$ cat src/rtl/plab3_proc_fetch_unit.sv
// Instruction-fetch front end: credit-limited sequential prefetch into a circular
// response buffer, with redirect squash implemented by counting stale responses.
module plab3_proc_fetch_unit #(
  parameter int unsigned p_addr_nbits   = 32,
  parameter int unsigned p_data_nbits   = 32,
  parameter int unsigned p_opaque_nbits = 8,
  parameter int unsigned p_max_inflight = 4,
  parameter logic [p_addr_nbits-1:0] p_reset_vector = p_addr_nbits'(32'h1000),
  parameter int unsigned p_inst_bytes   = 4
) (
  input  logic                                  clk,
  input  logic                                  reset,
  input  logic                                  redirect_val,
  input  logic [p_addr_nbits-1:0]               redirect_pc,
  output logic                                  imemreq_val,
  input  logic                                  imemreq_rdy,
  output logic [p_addr_nbits-1:0]               imemreq_addr,
  output logic [p_opaque_nbits-1:0]             imemreq_opaque,
  input  logic                                  imemresp_val,
  output logic                                  imemresp_rdy,
  input  logic [p_data_nbits-1:0]               imemresp_data,
  output logic                                  inst_val,
  input  logic                                  inst_rdy,
  output logic [p_data_nbits-1:0]               inst_data,
  output logic [p_addr_nbits-1:0]               inst_pc,
  output logic [$clog2(p_max_inflight+1)-1:0]   inflight,
  output logic                                  squashing
);

  localparam int unsigned CNT_W = $clog2(p_max_inflight + 1);
  localparam int unsigned PTR_W = $clog2(p_max_inflight);
  localparam logic [CNT_W:0] MAX_OCC = (CNT_W + 1)'(p_max_inflight);
  localparam logic [p_addr_nbits-1:0] PC_INC = p_addr_nbits'(p_inst_bytes);

  logic [p_addr_nbits-1:0]   fetch_pc;
  logic [p_addr_nbits-1:0]   out_pc;
  logic [p_opaque_nbits-1:0] seq;
  logic [CNT_W-1:0]          drop_cnt;
  logic [CNT_W-1:0]          count;
  logic [PTR_W-1:0]          head;
  logic [PTR_W-1:0]          tail;
  logic [p_data_nbits-1:0]   buf_mem [p_max_inflight];

  logic           req_fire;
  logic           resp_fire;
  logic           resp_keep;
  logic           inst_fire;
  logic [CNT_W:0] occupancy;

  // Handshakes and outputs; credits count both outstanding requests and buffered responses
  always_comb begin
    occupancy      = {1'b0, inflight} + {1'b0, count};
    imemreq_val    = reset && !redirect_val && (occupancy < MAX_OCC);
    imemreq_addr   = fetch_pc;
    imemreq_opaque = seq;
    imemresp_rdy   = reset;
    inst_val       = reset && (count != '0);
    inst_data      = buf_mem[head];
    inst_pc        = out_pc;
    squashing      = (drop_cnt != '0);
    req_fire       = imemreq_val && imemreq_rdy;
    resp_fire      = reset && imemresp_val;
    resp_keep      = resp_fire && (drop_cnt == '0) && !redirect_val;
    inst_fire      = inst_val && inst_rdy && !redirect_val;
  end

  always_ff @(posedge clk) begin
    if (!reset) begin
      fetch_pc <= p_reset_vector;
      out_pc   <= p_reset_vector;
      seq      <= '0;
      inflight <= '0;
      drop_cnt <= '0;
      count    <= '0;
      head     <= '0;
      tail     <= '0;
    end else begin
      inflight <= inflight + CNT_W'(req_fire) - CNT_W'(resp_fire);
      if (redirect_val) begin
        fetch_pc <= redirect_pc;
        out_pc   <= redirect_pc;
        // Everything still outstanding after this cycle is stale, earlier squashes included
        drop_cnt <= inflight - CNT_W'(resp_fire);
        count    <= '0;
        head     <= '0;
        tail     <= '0;
      end else begin
        if (req_fire) begin
          fetch_pc <= fetch_pc + PC_INC;
          seq      <= seq + p_opaque_nbits'(1);
        end
        if (resp_fire && (drop_cnt != '0))
          drop_cnt <= drop_cnt - CNT_W'(1);
        if (resp_keep)
          tail <= tail + PTR_W'(1);
        if (inst_fire) begin
          head   <= head + PTR_W'(1);
          out_pc <= out_pc + PC_INC;
        end
        count <= count + CNT_W'(resp_keep) - CNT_W'(inst_fire);
      end
    end
  end

  // Response storage needs no reset: entries are only read while count says they are valid
  always_ff @(posedge clk) begin
    if (resp_keep)
      buf_mem[tail] <= imemresp_data;
  end

endmodule

$ cat config.mk
export PLATFORM = sky130hd
export DESIGN_NAME = plab3_proc_fetch_unit
export DESIGN_NICKNAME = d
export VERILOG_FILES = /design/src/rtl/plab3_proc_fetch_unit.sv
export SDC_FILE = /design/constraint.sdc
export NUM_CORES = 1
export LEC_CHECK = 0
export CORE_MARGIN = 3
export CORE_UTILIZATION = 54
export CTS_BUF_LIST = sky130_fd_sc_hd__clkbuf_8
export DETAILED_ROUTE_END_ITERATION = 7
export GPL_ROUTABILITY_DRIVEN = 0
export PLACE_DENSITY_LB_ADDON = 0.2
export SLEW_MARGIN = 20
export SYNTH_ARGS = -nofsm -noshare
export SYNTH_HDL_FRONTEND = slang
export SYNTH_SLANG_ARGS = --single-unit
export TNS_END_PERCENT = 10
$ cat constraint.sdc
create_clock -name clk -period 3.45 [get_ports clk]
set_clock_uncertainty 0.05 [all_clocks]
set_input_delay 0.8625 -clock clk [delete_from_list [all_inputs] [get_ports clk]]
set_output_delay 0.8625 -clock clk [all_outputs]
set_load 0.005 [all_outputs]
After elaboration in Yosys (flattened, before gate mapping):

Memory sizes are Yosys's and may differ from the RTL's. A register that Yosys moved wholly into a read port is not among the register bits.
Index checks and enable logic that the tools add are counted.

* add/sub/neg operators: 12
* reduce and logical (&&, ||, !) cells: 19
* bitwise gates (word level): 2
* magnitude comparators: 1
* multiplexer cells: 10

Operator list (count)
* $mux W32: 4
* $add A32 B3 Y32 const B: 2
* $logic_and A1 B1 Y1: 10
* $sub A3 B1 Y3: 3
* $add A8 B1 Y8 const B: 1
* $add A3 B1 Y3: 2
* $mux W3: 2
* $reduce_bool A2 Y1: 3
* $reduce_bool A3 Y1: 2
* $add A2 B1 Y2 const B: 2
* $add A3 B3 Y4: 1
* $lt A4 B3 Y1 const B: 1
* $mux W2: 2
* $logic_not A3 Y1: 1
* $sub A3 B1 Y3 const B: 1
* $mux W1: 2
* $not A1 Y1: 2
* $reduce_and A2 Y1: 1
* $reduce_or A2 Y1: 1
* $logic_not A1 Y1: 1

* logic and storage cells: 53
* output and inout bits: 111
* bits of input ports: 70
* flip-flop bits (word level): 85
* memories kept: 1
* memory bits (writable): 128

Memories
* buf_mem: words 4, width 32, read ports 1, clocked after memory_dff 1, wr ports 1, line 42 `logic [p_data_nbits-1:0] buf_mem [p_max_inflight];`

Depth between registers and ports, before layout:

* word-level depth: 6
* gate-level depth with buffers: 13
* gate-level depth less buffers: 13

Least setup slack after synthesis:

No wires, ideal clock.

* path type: in2reg
* start: in reset
* end: reg inflight[2]
* buffers on the path: 3
* arrival: 2950 ps
* data required time: 3272 ps
* slack: 322 ps
* cell stages on the path: 13
* setup time: 128 ps
* cell sequence: buf_2 -> nand2b_1 -> nor4b_4 -> inv_2 -> buf_2 -> buf_1 -> ha_1 -> inv_1 -> ha_1 -> inv_1 -> fa_1 -> xnor2_1 -> nor2_1

* longest elaborated chain between the ends: 5
* elaborated cells between the ends (all ways): 6
* those cells by class: add/sub (2); reduce/logical (4)

RTL lines
* start: declaration: line 12 `input logic reset,`
* $logic_and A1 B1 Y1 (2 in series): line 53 `imemreq_val = reset && !redirect_val && (occupancy < MAX_OCC);`
* $logic_and A1 B1 Y1: line 61 `req_fire = imemreq_val && imemreq_rdy;`
* $add A3 B1 Y3: line 78 `inflight <= inflight + CNT_W'(req_fire) - CNT_W'(resp_fire);`
* $sub A3 B1 Y3: line 78
* end signal: assignment: line 78
* end: declaration: line 26 `output logic [$clog2(p_max_inflight+1)-1:0] inflight,`

Parallel ways exist; a longest one is shown, timed or not.
A chain may end at the register's enable or synchronous reset.

Worst setup path in the final report:

* start: in reset
* end: out inst_val

* longest elaborated chain between the ends: 1

RTL lines
* $logic_and A1 B1 Y1: line 57 `inst_val = reset && (count != '0);`
* end: declaration: line 22 `output logic inst_val,`

Every way passes these cells.

==> reports/qor.csv <==
metric,value,unit
status,"finished, final reports clean",
initial antenna violation count,0,
pwr/cell area,450,nW/um^2
Die ar.,18900,sq um
HPWL after DPL,16600,um
Wirelength per Cell,20.3,um
"IR drop worst, VDD",0.000260,V
"Slew Viols, Final",0,
WP data required,2.54,ns
Placed Instances,1131,
row count,47,
relative slew slack,28.8,%
Ports,181,
Tot Pwr,5.48,mW
# H-tree levels,2,
post-synthesis sequential area ratio,59.7,%
CP cell instances,"clkdlybuf4s50_1, buf_4, clkinv_1, nor2_1, clkdlybuf4s50_1",
Overall Global Routing Usage,25.4,%
cell at the slowest stage of the critical path,clkdlybuf4s50_1,
cts hold-fix bufs,0,
Setup-failing EPs final,0,
DR vias/cell,5.97,
Port Buffers,180,
min-delay worst type,reg2reg,
Leak,4.10,nW
die height,138,um
max_cap viols,0,
"Area growth, synth to finish",30.0,%
Worst Setup Start Kind,input port,
root buffer cell,clkbuf_8,
post-layout net count,1038,
unrepaired setup endpoints after global routing,no,
"Largest stage delay, worst path",0.56,ns
Multi-input gate area,3530,sq um
Iter 0 DRT Violations,558,
number of distinct library cells after synthesis,65,
final instance area,12200,sq um
ant diodes,0,
"Max FO, Critical Path",10,
fraction of layout cells with a size suffix above 1,12.7,%
Initial DRT Pass Iterations,5,
"CTS clk-pin slew, worst paths",0.06,ns
"Async S/R FF share, synth",0,%
DIE WIDTH,138,um
CP most frequent cell,clkdlybuf4s50_1,
yosys warns,0,
Max Buffers Root-to-Sink,3,
CTS sink cnt,215,
detailed-route via count,7094,
Slew @ Worst Pin,1.06,ns
"FF+latch count, synth",215,
Crit Path Class,in2out,
Synth Flop Type,edfxtp_1,
Post-route DRC,0,
post-placement cell area,11500,sq um
max frequency,295,MHz
CP Capture Type,output port,
largest net degree at the start of global routing,60,
Num CTS Buffers,35,
synthesized area,9360,sq um
fin crit share,98.4,%
Syn Area/Cell,12.5,sq um
"EDFF count, synth",128,
first-pass GRT wire length,37000,um
CTS tree,built,
Final Hold Violating Endpoints,0,
DRT antenna net count,0,
Post-Syn Instances,746,
crit path DAT,2.48,ns
vias in the first global route,7024,
hold slack final,0.426,ns
final wirelength,24100,um
"Net Count, Synth",835,
fillers,1148,
Register Area,5590,sq um
CORE AREA,16800,sq um
GRT overflow,0,
"Cell Count, Final, Fillers Out",1189,
min Tclk post-route,3.40,ns
Initial Util,55.8,%
"Clk Latency, worst-skew pair",0.51,ns
critical path: cells and delay by family:
kind / cells / cell delay [ns]
AND/OR/NAND/NOR: 1 / 0.21
buffers and inverters: 4 / 1.41
worst paths after layout:
kind	start	cells past startpoint	endpoint	slack, ns
min reg2reg	inst_pc[1]	2	inst_pc[1]	0.43
max	reset	5	inst_val	0.05
min	inst_pc[1]	2	inst_pc[1]	0.43
max reg2reg	inflight[2]	12	inflight[2]	0.70
registers in the layout, summed over array words and instances, names as in the netlist, named ones only:
signal          flops
buf_mem           128
count               3
drop_cnt            3
head                2
imemreq_addr       32
imemreq_opaque      8
inflight            3
inst_pc            32
tail                2
routing by layer:
layer  wire [um]  global-route usage, %  vias to the layer above
li1            -                      -                     3232
met1        9100                   31.1                     3428
met2       12000                   43.1                      362
met3        2090                   6.14                       72
met4         903                   10.1                        0
met5           0                      0                        -
cells in the final DEF, fill, tap and decap left out, types with 33 or more instances in the layout:
master	n
o21ai_0	33
dfxtp_1	82
clkdlybuf4s50_1	179
a21oi_1	49
nor2_1	41
nand2_1	53
edfxtp_1	128
clkbuf_8	36
logic make-up (layout without fill, tap and decap cells):
| logic type | after synthesis | count (layout) | synth area share [%] |
|---|---|---|---|
| mux | 37 | 37 | 8.29 |
| fa+ha+maj | 19 | 19 | 2.70 |
| compound gates | 124 | 124 | 8.01 |
| xor+xnor | 50 | 50 | 4.68 |
| buf+inv | 61 | 284 | 2.65 |
| flops | 215 | 215 | 59.7 |
| simple gates | 240 | 240 | 14.0 |
cells in the mapped netlist, types with 3 or more instances:
cell type | number | area share, %
a211oi_1 | 5 | 0.40
a21oi_1 | 49 | 2.6
a311oi_1 | 3 | 0.28
a31oi_1 | 5 | 0.33
and2_1 | 11 | 0.74
and3_1 | 8 | 0.53
and4_1 | 5 | 0.47
buf_1 | 9 | 0.36
buf_2 | 6 | 0.32
clkbuf_1 | 24 | 0.96
dfxtp_1 | 87 | 19
edfxtp_1 | 128 | 41
ha_1 | 17 | 2.3
inv_1 | 18 | 0.72
mux2_2 | 4 | 0.48
mux4_2 | 32 | 7.7
nand2_1 | 53 | 2.1
nand3_1 | 32 | 1.7
nand3b_1 | 3 | 0.24
nand4_1 | 19 | 1.3
nor2_1 | 41 | 1.6
nor3_1 | 23 | 1.2
nor3b_1 | 3 | 0.24
nor4_1 | 17 | 1.1
nor4_2 | 4 | 0.53
o211ai_1 | 3 | 0.24
o21ai_0 | 33 | 1.8
o311ai_0 | 4 | 0.37
or3_1 | 5 | 0.33
xnor2_1 | 32 | 3.0
xor2_1 | 18 | 1.7
per-stage QoR:
step	worst slack (ns)	setup TNS (ns)	utilization, %
final	0.0548	0	72.6
after CTS	0.00391	0	72.5
after floorplan	0.322	0	-
after detailed placement	-0.0881	-0.131	68.8
after global placement	0.0122	0	68.8
after global routing	0.00605	0	72.6
final cells by class:
class / count / area share, %
clock buffers: 36 / 4.07
clock inverters: 21 / 0.956
inverters: 20 / 0.617
multi-input cells: 470 / 29.0
flip-flops and latches: 215 / 46.0
well taps: 220 / 2.26
repair buffers: 207 / 17.1
where the power goes:
part	internal, mW	total, mW	switching [mW]	leakage, nW
registers	2.80	2.90	0.0949	1.87
clock network	1.04	1.98	0.936	0.358
logic	0.334	0.604	0.269	1.87
repair_timing:
action,CTS,global route
gates resized for setup,5,2
pin swaps,0,1
setup buffers,0,1
endpoints found under the setup margin,1,1
(Power assumes the default switching activity.)
